==> config.mk <==
export PLATFORM = sky130hd
export DESIGN_NAME = max7219_rx
export DESIGN_NICKNAME = d
export VERILOG_FILES = /design/src/rtl/max7219_pkg.sv /design/src/rtl/max7219_dev_regs.sv /design/src/rtl/max7219_rx.sv
export SDC_FILE = /design/constraint.sdc
export NUM_CORES = 1
export LEC_CHECK = 0
export ABC_CLOCK_PERIOD_IN_PS = 7300
export BUFFER_PORTS_ARGS = -buffer_cell sky130_fd_sc_hd__buf_2
export CORE_MARGIN = 5
export CORE_UTILIZATION = 50
export CTS_CLUSTER_DIAMETER = 40
export CTS_CLUSTER_SIZE = 14
export DETAILED_ROUTE_END_ITERATION = 10
export PLACE_DENSITY = 0.87
export SYNTH_ARGS = -nofsm -noshare
export SYNTH_HDL_FRONTEND = slang
export SYNTH_SLANG_ARGS = --single-unit
==> constraint.sdc <==
create_clock -name clk -period 7.3 [get_ports clk]
set_input_delay 1.46 -clock clk [delete_from_list [all_inputs] [get_ports clk]]
set_output_delay 1.46 -clock clk [all_outputs]
set_load 0.02 [all_outputs]
==> src/rtl/max7219_pkg.sv <==
// Shared definitions for the MAX7219 receive-side model: register addresses,
// the per-device register struct and the word decoder.
package max7219_pkg;

  localparam logic [3:0] ADDR_NOOP      = 4'h0;
  localparam logic [3:0] ADDR_DIGIT0    = 4'h1;
  localparam logic [3:0] ADDR_DIGIT7    = 4'h8;
  localparam logic [3:0] ADDR_DECODE    = 4'h9;
  localparam logic [3:0] ADDR_INTENSITY = 4'hA;
  localparam logic [3:0] ADDR_SCANLIM   = 4'hB;
  localparam logic [3:0] ADDR_SHUTDOWN  = 4'hC;
  localparam logic [3:0] ADDR_TEST      = 4'hF;

  typedef struct packed {
    logic [7:0][7:0] digit;
    logic [7:0]      decode;
    logic [3:0]      intensity;
    logic [2:0]      scan_limit;
    logic            shutdown_n;
    logic            display_test;
  } max7219_regs_t;

  // Upper nibble of the word is a don't-care; 0xD/0xE fall through as no-ops.
  function automatic max7219_regs_t apply_word(max7219_regs_t r, logic [15:0] w);
    max7219_regs_t n;
    logic [3:0]    addr;
    n    = r;
    addr = w[11:8];
    if (addr >= ADDR_DIGIT0 && addr <= ADDR_DIGIT7)
      n.digit[3'(addr - ADDR_DIGIT0)] = w[7:0];
    else begin
      case (addr)
        ADDR_DECODE:    n.decode       = w[7:0];
        ADDR_INTENSITY: n.intensity    = w[3:0];
        ADDR_SCANLIM:   n.scan_limit   = w[2:0];
        ADDR_SHUTDOWN:  n.shutdown_n   = w[0];
        ADDR_TEST:      n.display_test = w[0];
        default:        n              = r;
      endcase
    end
    return n;
  endfunction

endpackage

==> src/rtl/max7219_dev_regs.sv <==
// Register file of one chained MAX7219: applies its 16-bit word on a latch strobe.
module max7219_dev_regs
  import max7219_pkg::*;
(
  input  logic          clk,
  input  logic          reset,
  input  logic [15:0]   word,
  input  logic          latch,
  output max7219_regs_t regs
);

  always_ff @(posedge clk or posedge reset) begin
    if (reset)      regs <= '0;
    else if (latch) regs <= apply_word(regs, word);
  end

endmodule

==> src/rtl/max7219_rx.sv <==
// Receive side of a MAX7219 chain: synchronizes the SPI pins, shifts frames in
// and latches each device word into its register file on a LOAD rise.
module max7219_rx
  import max7219_pkg::*;
#(
  parameter int DEVICES = 2
) (
  input  logic                    clk,
  input  logic                    reset,
  input  logic                    spi_din,
  input  logic                    spi_clk,
  input  logic                    spi_load,
  output logic                    spi_dout,
  output logic [64*DEVICES-1:0]   digits,
  output logic [8*DEVICES-1:0]    decode_mode,
  output logic [4*DEVICES-1:0]    intensity,
  output logic [3*DEVICES-1:0]    scan_limit,
  output logic [DEVICES-1:0]      shutdown_n,
  output logic [DEVICES-1:0]      display_test,
  output logic                    frame_done,
  output logic                    frame_err
);

  localparam int         SR_W       = 16 * DEVICES;
  localparam logic [7:0] FRAME_BITS = 8'(SR_W);

  // [0],[1] synchronizer stages, [2] history for edge detection
  logic [2:0] din_s, sclk_s, load_s;

  always_ff @(posedge clk or posedge reset) begin
    if (reset) begin
      din_s  <= '0;
      sclk_s <= '0;
      load_s <= '0;
    end else begin
      din_s  <= {din_s[1:0],  spi_din};
      sclk_s <= {sclk_s[1:0], spi_clk};
      load_s <= {load_s[1:0], spi_load};
    end
  end

  logic clk_rise, load_rise;
  assign clk_rise  = sclk_s[1] & ~sclk_s[2];
  assign load_rise = load_s[1] & ~load_s[2];

  logic [SR_W-1:0] shift_q, shift_nxt;
  logic [7:0]      bit_cnt, cnt_nxt;

  // A load coinciding with a clock rise latches the post-shift contents.
  always_comb begin
    shift_nxt = shift_q;
    cnt_nxt   = bit_cnt;
    if (clk_rise) begin
      shift_nxt = {shift_q[SR_W-2:0], din_s[1]};
      if (bit_cnt != 8'hFF) cnt_nxt = bit_cnt + 8'd1;
    end
  end

  always_ff @(posedge clk or posedge reset) begin
    if (reset) begin
      shift_q    <= '0;
      bit_cnt    <= '0;
      spi_dout   <= 1'b0;
      frame_done <= 1'b0;
      frame_err  <= 1'b0;
    end else begin
      shift_q    <= shift_nxt;
      bit_cnt    <= load_rise ? 8'd0 : cnt_nxt;
      spi_dout   <= shift_nxt[SR_W-1];
      frame_done <= load_rise;
      frame_err  <= load_rise && (cnt_nxt != FRAME_BITS);
    end
  end

  max7219_regs_t regs [DEVICES];

  for (genvar g = 0; g < DEVICES; g++) begin : g_dev
    max7219_dev_regs u_dev (
      .clk   (clk),
      .reset (reset),
      .word  (shift_nxt[g*16 +: 16]),
      .latch (load_rise),
      .regs  (regs[g])
    );

    assign digits[g*64 +: 64]   = regs[g].digit;
    assign decode_mode[g*8 +: 8] = regs[g].decode;
    assign intensity[g*4 +: 4]  = regs[g].intensity;
    assign scan_limit[g*3 +: 3] = regs[g].scan_limit;
    assign shutdown_n[g]        = regs[g].shutdown_n;
    assign display_test[g]      = regs[g].display_test;
  end

endmodule
==> results of run 1 <==
area by class of cell:
class	instances	area, um2
clock buffer	30	729
sequential	212	5310
clock inverter	22	269
inverter	12	52.6
timing repair buffer	170	853
tap	225	282
fill	1263	6440
multi-input combinational	359	3130
power by group through the flow:
stage	combinational (W)	sequential [W]	clock (W)
2_1_floorplan	0.000213	0.00139	0
3_5_place_dp	0.000408	0.00133	0
3_3_place_gp	0.000398	0.00132	0
4_1_cts	0.000410	0.00131	0.00144
5_1_grt	0.000445	0.00132	0.00149
6_report	0.000407	0.00131	0.00142
final timing paths:
check / from / to / cells after the start / slack (ns)
worst max-delay path: sclk_s[1]$_DFF_PP0_ / g_dev[1].u_dev.regs[34]$_DFFE_PP0P_ / 7 / 3.67
worst min-delay path: din_s[0]$_DFF_PP0_ / din_s[1]$_DFF_PP0_ / 0 / 0.36
worst max register to register: sclk_s[1]$_DFF_PP0_ / g_dev[1].u_dev.regs[34]$_DFFE_PP0P_ / 7 / 3.67
worst min register to register: din_s[0]$_DFF_PP0_ / din_s[1]$_DFF_PP0_ / 0 / 0.36
max in group asynchronous: reset / g_dev[1].u_dev.regs[5]$_DFFE_PP0P_ / 3 / 4.78
min in group asynchronous: reset / g_dev[0].u_dev.regs[29]$_DFFE_PP0P_ / 2 / 1.16
logic make-up after synthesis:
family	count (synthesis)
compound gates	18
xor+xnor	9
fa+ha+maj	10
buf+inv	37
flops	212
mux	171
simple gates	151
critical path: cells and delay by family (launching register included):
family	cells	cell delay, ns
flip-flops	1	0.44
adder cells (fa/ha/maj)	1	0.42
AO/OA/AOI/OAI	1	0.48
XOR/XNOR	1	0.11
AND/OR/NAND/NOR	2	1.26
multiplexers	2	0.80
registers in the layout, indices dropped and copies added (netlist names):
signal and count:
load_s 3, bit_cnt 8, frame_done 1, g_dev.u_dev.regs 162
sclk_s 3, frame_err 1, shift_q 32, din_s 2
cells in the final DEF (no fill, tap or decap), types with 3 or more instances in the layout:
| cell type | n |
|---|---|
| and2_1 | 3 |
| and3_1 | 5 |
| and4_1 | 3 |
| buf_2 | 169 |
| clkbuf_16 | 29 |
| clkinv_8 | 4 |
| clkinvlp_4 | 3 |
| dfrtp_1 | 212 |
| ha_1 | 10 |
| inv_1 | 9 |
| inv_6 | 9 |
| mux2_2 | 147 |
| mux2_4 | 17 |
| mux2i_1 | 5 |
| nand2_1 | 90 |
| nand2b_1 | 3 |
| nand3_1 | 6 |
| nand3_2 | 10 |
| nand4_1 | 4 |
| nor2_1 | 13 |
| nor3_1 | 3 |
| xor2_1 | 5 |
layer usage:
| metal | vias to the layer above | wire length, um | track usage |
|---|---|---|---|
| li1 | 2462 | - | - |
| met1 | 2737 | 8030 | 0.251 |
| met2 | 173 | 9750 | 0.333 |
| met3 | 52 | 1300 | 0.0553 |
| met4 | 0 | 725 | 0.0704 |
| met5 | - | 0 | 0 |
through the flow:
stage               setup slack, ns  instance area (um2)
finish                         3.67                10600
global route                   3.38                10600
CTS                            3.68                10600
detailed placement             3.72                 9620
global placement               3.75                 9620
floorplan                    0.0458                 8600
==> impl_metrics.csv, run 1 <==
group,metric,value,unit
critical_path,start_kind,"register",
placement,place_hpwl,13.0,mm
clock_network,cts_buffer_depth,3,
synth,synth_top_family_by_area,"multiplexers",
clock_network,clk_pin_slew,0.06,ns
job,cap_violations,0,
die,die-area,19900,um2
placement,port_buffers,169,
synth,ys_seq_elements,212,
route,drc_errors,0,
layout,insertedDiodeCount,0,
pwr,p_comb_frac,0.130,
timing,tightest_slew,0.999,ns
synth,synth-main-ff-cell,"dfrtp_1",
timing,min_period,3.63,ns
synth,yosys.area_share.simple,0.0877,
timing,relSlewSlack,0.334,
pwr,ir_drop,0.225,mV
clock_network,postCtsHoldBufs,0,
synth,netlist_area,8600,um2
pwr,clkPwrFrac,0.453,
clock_network,cts_resized,0,
critical_path,crit_chain,"nor2b_4, mux2i_4, ha_1, xor2_1, o32ai_1, and2_1, mux2_2",
layout,drive_gt1_frac,0.508,
clock_network,htree_num_levels,1,
global_route,grt_pass1_vias,5942,
layout,instances_no_fill,1030,
timing,slew_viol_final,0,
synth,synth_compound_area_frac,0.0185,
layout,nNetsFinal,799,
pwr,switching_power,0.000904,W
synth,syn_inst,608,
route,drt-total-wl,19.8,mm
pwr,p_sw_frac,0.288,
die,top_level_ports,170,
synth,synthAdderAreaFrac,0.0145,
route,ant_nets,0,
critical_path,slowest_stage,"nor2b_4",
synth,yosys.area.top_type_share,0.617,
clock_network,cts_num_sinks,212,
clock_network,cts_made_buffers,29,
synth,synth-async-reset-ratio,1.00,
die,rows,48,
pwr,total_power,0.00313,W
global_route,gr-total-overflow,0,
route,firstDrtPassIters,4,
timing,setup_tns,0,ns
critical_path,worst-setup-path-type,"reg -> reg",
layout,finish.utilization,0.623,
synth,synth_top_area_cell,"dfrtp_1",
placement,gp_congestion,0.832,
synth,ys_types,51,
critical_path,crit_path_max_fanout,38,
synth,synthesis.nets,623,
die,die_h,141,um
global_route,grt_pass1_wl,32.0,mm
critical_path,cp_data_required_time,7.72,ns
route,routedWlPerCell,19.2,um
synth,synth_common_cells,"dfrtp_1 (212), mux2_2 (147), nand2_1 (90), mux2_4 (17), clkbuf_1 (15)",
synth,synth_seq_area_share,0.617,
synth,synth_area_leaders,"dfrtp_1 (62%), mux2_2 (19%), nand2_1 (3.9%)",
clock_network,cts_root_buf,"clkbuf_16",
layout,layout-area-overhead-vs-synth,23.5,%
timing,hold_viol_final,0,
route,via_per_inst,5.27,
critical_path,max_stage_delay,0.81,ns
route,drt_iter0_drc,244,
pwr,p_leak,5.87,nW
synth,synth_edf_count,0,
route,vias,5424,
critical_path,critPathArrivalTime,4.05,ns
timing,max_freq,0.275,GHz
timing,hold_ws,0.359,ns
synth,yosys_warnings,0,
timing,grt_setup_unrepaired,"false",
pwr,p_seq_frac,0.417,
pwr,p_per_area,295,nW/um2
critical_path,cp-end-kind,"register",
status,status,"finished clean",
clock_network,post_cts_buffers,0,
global_route,grt_max_degree,154,
clock_network,cts_tree,"done",
die,core_area,17100,um2
timing,min_period_over_period,0.498,
timing,setup_viol,0,
die,fp.dieW,141,um
global_route,antenna_found_initial,0,
synth,yosysMostFrequentCell,"dfrtp_1",
clock_network,clk_latency,0.55,ns
timing,skew,0.0291,ns
synth,synthXorXnorAreaFrac,0.0109,
synth,muxShareOfSynthArea,0.232,
placement,dp_cells,978,
pwr,power.internal,0.00223,W
synth,syn_avg_cell_area,14.1,um2
global_route,grt.total_usage,0.199,
hold_path,hold_class,"reg -> reg",
die,start_util,0.504,
No activity file was read; power rests on OpenSTA's default activity.
==> inputs of run 2 (changes only) <==
--- a/config.mk
+++ b/config.mk
@@ -5,7 +5,7 @@
 export SDC_FILE = /design/constraint.sdc
 export NUM_CORES = 1
 export LEC_CHECK = 0
-export ABC_CLOCK_PERIOD_IN_PS = 7300
+export ABC_CLOCK_PERIOD_IN_PS = 2900
 export BUFFER_PORTS_ARGS = -buffer_cell sky130_fd_sc_hd__buf_2
 export CORE_MARGIN = 5
 export CORE_UTILIZATION = 50
==> constraint.sdc (replaced) <==
create_clock -name clk -period 2.9 [get_ports clk]
set_input_delay 0.58 -clock clk [delete_from_list [all_inputs] [get_ports clk]]
set_output_delay 0.58 -clock clk [all_outputs]
set_load 0.02 [all_outputs]
==> run 2 against run 1 <==
Non-clock buffer count rose by 14. Clock skew down 0.013 ns. First-iteration DRC count is 2.9% higher. Critical path depth increased by 2. Combinational power rose to 2.8 times the previous value. Design area increased by 0.88%. Highest routed layer unchanged. Hold slack worse by 0.27 ns. Routed wire length up 5.0%. Largest power group unchanged. Register-to-register slack got worse by 3.5 ns. Clock-buffer cell count rose by 4. Clock power rose by 140%. Maximum frequency rose by 32%.
==> impl_metrics.csv, run 2 (synthesis results as in run 1) <==
group,metric,value,unit
global_route,grt_pass1_wl,33.9,mm
die,fp.dieW,141,um
route,ant_nets,0,
route,drt_iter0_drc,251,
route,routedWlPerCell,20.0,um
die,die-area,19900,um2
critical_path,rr_endpoint,"g_dev[1].u_dev.regs[62]$_DFFE_PP0P_",
clock_network,cts_made_buffers,27,
timing,relSlewSlack,0.538,
critical_path,max_stage_delay,0.40,ns
clock_network,cts_root_buf,"clkbuf_16",
layout,top_regs,"g_dev.u_dev.regs (162), shift_q (32), bit_cnt (8)",
timing,tightest_slew,0.693,ns
critical_path,slowest_stage,"dfrtp_1",
timing,skew,0.0165,ns
status,status,"finished clean",
clock_network,cts_num_sinks,212,
job,cap_violations,0,
die,rows,48,
route,drt-total-wl,20.8,mm
timing,min_period,2.75,ns
clock_network,cts_tree,"done",
global_route,gr-total-overflow,0,
critical_path,worst-setup-path-type,"reg -> reg",
clock_network,clk_latency,0.51,ns
layout,largest_register,"g_dev.u_dev.regs",
placement,dp_worst_setup_slack,0.186,ns
layout,drive_gt1_frac,0.517,
layout,instances_no_fill,1041,
global_route,grt_max_degree,67,
placement,place_hpwl,13.9,mm
layout,insertedDiodeCount,0,
clock_network,cts_buffer_depth,3,
timing,setup_viol,0,
global_route,antenna_found_initial,0,
pwr,p_leak,5.93,nW
global_route,grt.total_usage,0.211,
critical_path,cp-end-kind,"register",
clock_network,clk_pin_slew,0.06,ns
critical_path,reg2reg_depth,9,
pwr,ir_drop,0.639,mV
timing,setup_ws,0.147,ns
timing,slew_viol_final,0,
pwr,p_per_area,725,nW/um2
critical_path,cp_data_required_time,3.28,ns
critical_path,start_kind,"register",
die,core_area,17100,um2
placement,port_buffers,169,
critical_path,crit_path_max_fanout,11,
timing,hold_ws,0.0919,ns
critical_path,rrSetupSlack,0.15,ns
timing,setup_tns,0,ns
route,firstDrtPassIters,4,
route,drc_errors,0,
layout,mostFrequentLayoutCells,"dfrtp_1 (212), buf_2 (169), mux2_2 (147)",
layout,largest_reg_flops,162,
die,die_h,141,um
clock_network,postCtsHoldBufs,0,
layout,finish.utilization,0.628,
layout,layout-area-overhead-vs-synth,24.5,%
die,start_util,0.504,
layout,layout_commonest_cell,"dfrtp_1",
hold_path,hold_class,"in -> async",
placement,dp_cells,992,
layout,nNetsFinal,811,
critical_path,crit_chain,"nor2b_4, buf_4, mux2i_4, ha_1, buf_4, o2111ai_1, a32o_1, nand3_2, mux2_2",
placement,gp_congestion,0.827,
critical_path,worstReg2RegStart,"sclk_s[2]$_DFF_PP0_",
die,top_level_ports,170,
global_route,grt_pass1_vias,6196,
timing,min_period_over_period,0.949,
timing,hold_viol_final,0,
critical_path,critPathArrivalTime,3.14,ns
timing,max_freq,0.363,GHz
route,vias,5616,
route,via_per_inst,5.39,
timing,grt_setup_unrepaired,"false",
critical_path,crit_top_cell,"buf_4",
clock_network,htree_num_levels,1,
==> run 2: layer usage <==
metal	part of all wire	track usage
met2	0.49	0.353
met4	0.038	0.0765
met1	0.41	0.267
met3	0.068	0.0526
met5	0	0
==> run 2: layout make-up <==
cell class	count	area, um2
Tap cell	225	282
Sequential cell	212	5310
Fill cell	1253	6340
Multi-Input combinational cell	359	3160
Clock buffer	34	752
Clock inverter	15	168
Timing Repair Buffer	184	996
Inverter	12	48.8
==> run 2: per-stage QoR <==
stage	total power [W]	instance area, um2
2_1_floorplan	0.00407	8650
3_3_place_gp	0.00441	9790
3_5_place_dp	0.00445	9790
4_1_cts	0.00782	10700
5_1_grt	0.00807	10700
6_report	0.00776	10700
==> run 2: worst max path at each step <==
stage,startpoint,to,slack [ns],cells past startpoint
after CTS,sclk_s[2]$_DFF_PP0_,g_dev[1].u_dev.regs[72]$_DFFE_PP0P_,0.15,9
final,sclk_s[2]$_DFF_PP0_,g_dev[1].u_dev.regs[62]$_DFFE_PP0P_,0.15,9
after global routing,sclk_s[2]$_DFF_PP0_,g_dev[1].u_dev.regs[64]$_DFFE_PP0P_,0.006,9
after floorplan,reset,bit_cnt[0]$_DFF_PP0_,-0.44,1
after global placement,sclk_s[2]$_DFF_PP0_,g_dev[0].u_dev.regs[37]$_DFFE_PP0P_,0.26,7
after detailed placement,sclk_s[2]$_DFF_PP0_,g_dev[0].u_dev.regs[21]$_DFFE_PP0P_,0.19,7
==> run 2: critical path: cells and delay by family, from the launching register on <==
kind / cells / cell delay, ns
simple gates: 2 / 0.38
fa+ha+maj: 1 / 0.26
mux: 2 / 0.71
flops: 1 / 0.40
buf+inv: 2 / 0.40
compound gates: 2 / 0.48
==> run 2: timing repair <==
action	in CTS	in global routing
setup buffers	0	0
endpoints found under the setup margin	0	3
resized for setup	0	1
endpoints found under the hold margin	0	0
==> run 2: power by group <==
part           internal, W  switching [W]
registers          0.00317       0.000138
logic             0.000412       0.000707
clock network      0.00204        0.00129
total              0.00562        0.00214
==> inputs of run 3 (changes only) <==
==> constraint.sdc (replaced) <==
create_clock -name clk -period 2.9 [get_ports clk]
set_input_delay 0.87 -clock clk [delete_from_list [all_inputs] [get_ports clk]]
set_output_delay 0.87 -clock clk [all_outputs]
set_load 0.02 [all_outputs]
==> run 3 against run 2 <==
Flip-flop and latch count is the same. Die area is the same. Maximum frequency shrank 1.2%. Clock-buffer cell count shrank 1. Design area grew 2.1%. Routed wire length shrank 2.7%. Critical path depth grew 1. Total power grew 7.9%. Clock power grew 19%. Setup slack lost 0.033 ns. Critical endpoint is now g_dev[0].u_dev.regs[44]$_DFFE_PP0P_. Highest routed layer unchanged.
==> impl_metrics.csv, run 3 (synthesis results as in run 1) <==
group,metric,value,unit
status,status,"finished clean",
timing,slew_viol_final,0,
critical_path,crit_chain,"nor2b_4, buf_4, mux2i_4, ha_1, inv_1, a2111oi_4, o22ai_4, buf_4, nand3_2, mux2_2",
layout,top_regs,"g_dev.u_dev.regs (162), shift_q (32), bit_cnt (8)",
placement,port_buffers,169,
die,die-area,19900,um2
layout,layout-area-overhead-vs-synth,27.2,%
timing,max_freq,0.359,GHz
clock_network,cts_root_buf,"clkbuf_16",
critical_path,path_buf_inv,3,
die,rows,48,
timing,tightest_slew,0.603,ns
clock_network,clk_pin_slew,0.06,ns
layout,largest_register,"g_dev.u_dev.regs",
pwr,total_power,0.00837,W
timing,setup_viol,0,
route,routedWlPerCell,19.3,um
route,via_per_inst,5.36,
die,die_h,141,um
layout,finish.utilization,0.641,
critical_path,crit_top_cell,"buf_4",
job,cap_violations,0,
layout,nNetsFinal,816,
pwr,p_per_area,765,nW/um2
route,firstDrtPassIters,4,
global_route,grt.total_usage,0.208,
critical_path,slowest_stage,"dfrtp_1",
clock_network,htree_num_levels,1,
pwr,ir_drop,0.606,mV
timing,min_period,2.79,ns
global_route,grt_pass1_wl,33.5,mm
route,vias,5624,
critical_path,crit_path_max_fanout,8,
placement,dp_worst_setup_slack,0.133,ns
layout,mostFrequentLayoutCells,"dfrtp_1 (212), buf_2 (169), mux2_2 (147)",
timing,min_period_over_period,0.961,
layout,layout_commonest_cell,"dfrtp_1",
timing,relSlewSlack,0.593,
placement,gp_congestion,0.844,
die,fp.dieW,141,um
route,drc_errors,0,
layout,drive_gt1_frac,0.522,
route,drt-total-wl,20.2,mm
die,start_util,0.504,
critical_path,max_stage_delay,0.41,ns
critical_path,worstReg2RegStart,"sclk_s[2]$_DFF_PP0_",
critical_path,worst-setup-path-type,"reg -> reg",
critical_path,cp_data_required_time,3.31,ns
placement,place_hpwl,13.3,mm
global_route,gr-total-overflow,0,
clock_network,cts_made_buffers,30,
global_route,grt_max_degree,78,
pwr,p_leak,6.02,nW
critical_path,critPathArrivalTime,3.20,ns
layout,insertedDiodeCount,0,
clock_network,clk_latency,0.53,ns
layout,largest_reg_flops,162,
critical_path,start_kind,"register",
die,top_level_ports,170,
timing,setup_tns,0,ns
die,core_area,17100,um2
timing,hold_viol_final,0,
clock_network,cts_tree,"done",
route,drt_iter0_drc,268,
critical_path,crit_start,"sclk_s[2]$_DFF_PP0_",
clock_network,cts_buffer_depth,3,
critical_path,path_delay_family,"multiplexers",
timing,setup_ws,0.114,ns
hold_path,hold_class,"in -> async",
global_route,antenna_found_initial,0,
route,ant_nets,0,
critical_path,cp-end-kind,"register",
global_route,grt_pass1_vias,6092,
clock_network,cts_num_sinks,212,
timing,skew,0.0109,ns
timing,grt_setup_unrepaired,"true",
run 3: stage by stage:
stage	instances	hold WS [ns]	cell area [um2]
floorplan	608	0.331	8650
global placement	994	0.337	9810
detailed placement	994	0.338	9810
CTS	1050	0.288	10900
global route	1050	0.309	10900
finish	1050	0.303	10900
run 3: path summary, 6_finish.rpt:
kind                       depth (start not counted)  slack (ns)                             endpoint
max in group asynchronous                          4        1.78  g_dev[0].u_dev.regs[31]$_DFFE_PP0P_
setup / recovery                                  10        0.11  g_dev[0].u_dev.regs[44]$_DFFE_PP0P_
hold / removal                                     2        0.30   g_dev[0].u_dev.regs[2]$_DFFE_PP0P_
min in group clk                                   0        0.35                   din_s[1]$_DFF_PP0_
setup reg to reg                                  10        0.11  g_dev[0].u_dev.regs[44]$_DFFE_PP0P_
hold reg to reg                                    0        0.35                   din_s[1]$_DFF_PP0_
run 3: repair_timing:
action	in CTS	in global routing
setup buffers	0	0
hold buffers	0	0
hold endpoints to repair	0	0
endpoints found under the setup margin	0	55
gates resized for setup	0	2
run 3: final cells by class:
type,instances,area [um2]
fillers,1186,6120
flip-flops and latches,212,5310
multi-input cells,359,3170
repair buffers,186,1010
clock buffers,33,783
clock inverters,23,342
well taps,225,282
inverters,12,48.8
run 3: metal layers:
layer / GRT usage / part of all wire
met1: 0.265 / 0.40
met5: 0 / 0
met3: 0.0631 / 0.080
met2: 0.339 / 0.49
met4: 0.0745 / 0.035
run 3: worst reg2reg max path: stages (launching register included):
cell,delay (ns)
dfrtp_1,0.41
nor2b_4,0.25
buf_4,0.20
mux2i_4,0.27
ha_1,0.21
inv_1,0.10
a2111oi_4,0.34
o22ai_4,0.13
buf_4,0.19
nand3_2,0.20
mux2_2,0.37
run 3: where the power goes:
part | switching, W | internal, W
logic | 0.000703 | 0.000415
clock network | 0.00148 | 0.00247
registers | 0.000132 | 0.00317
total | 0.00232 | 0.00606
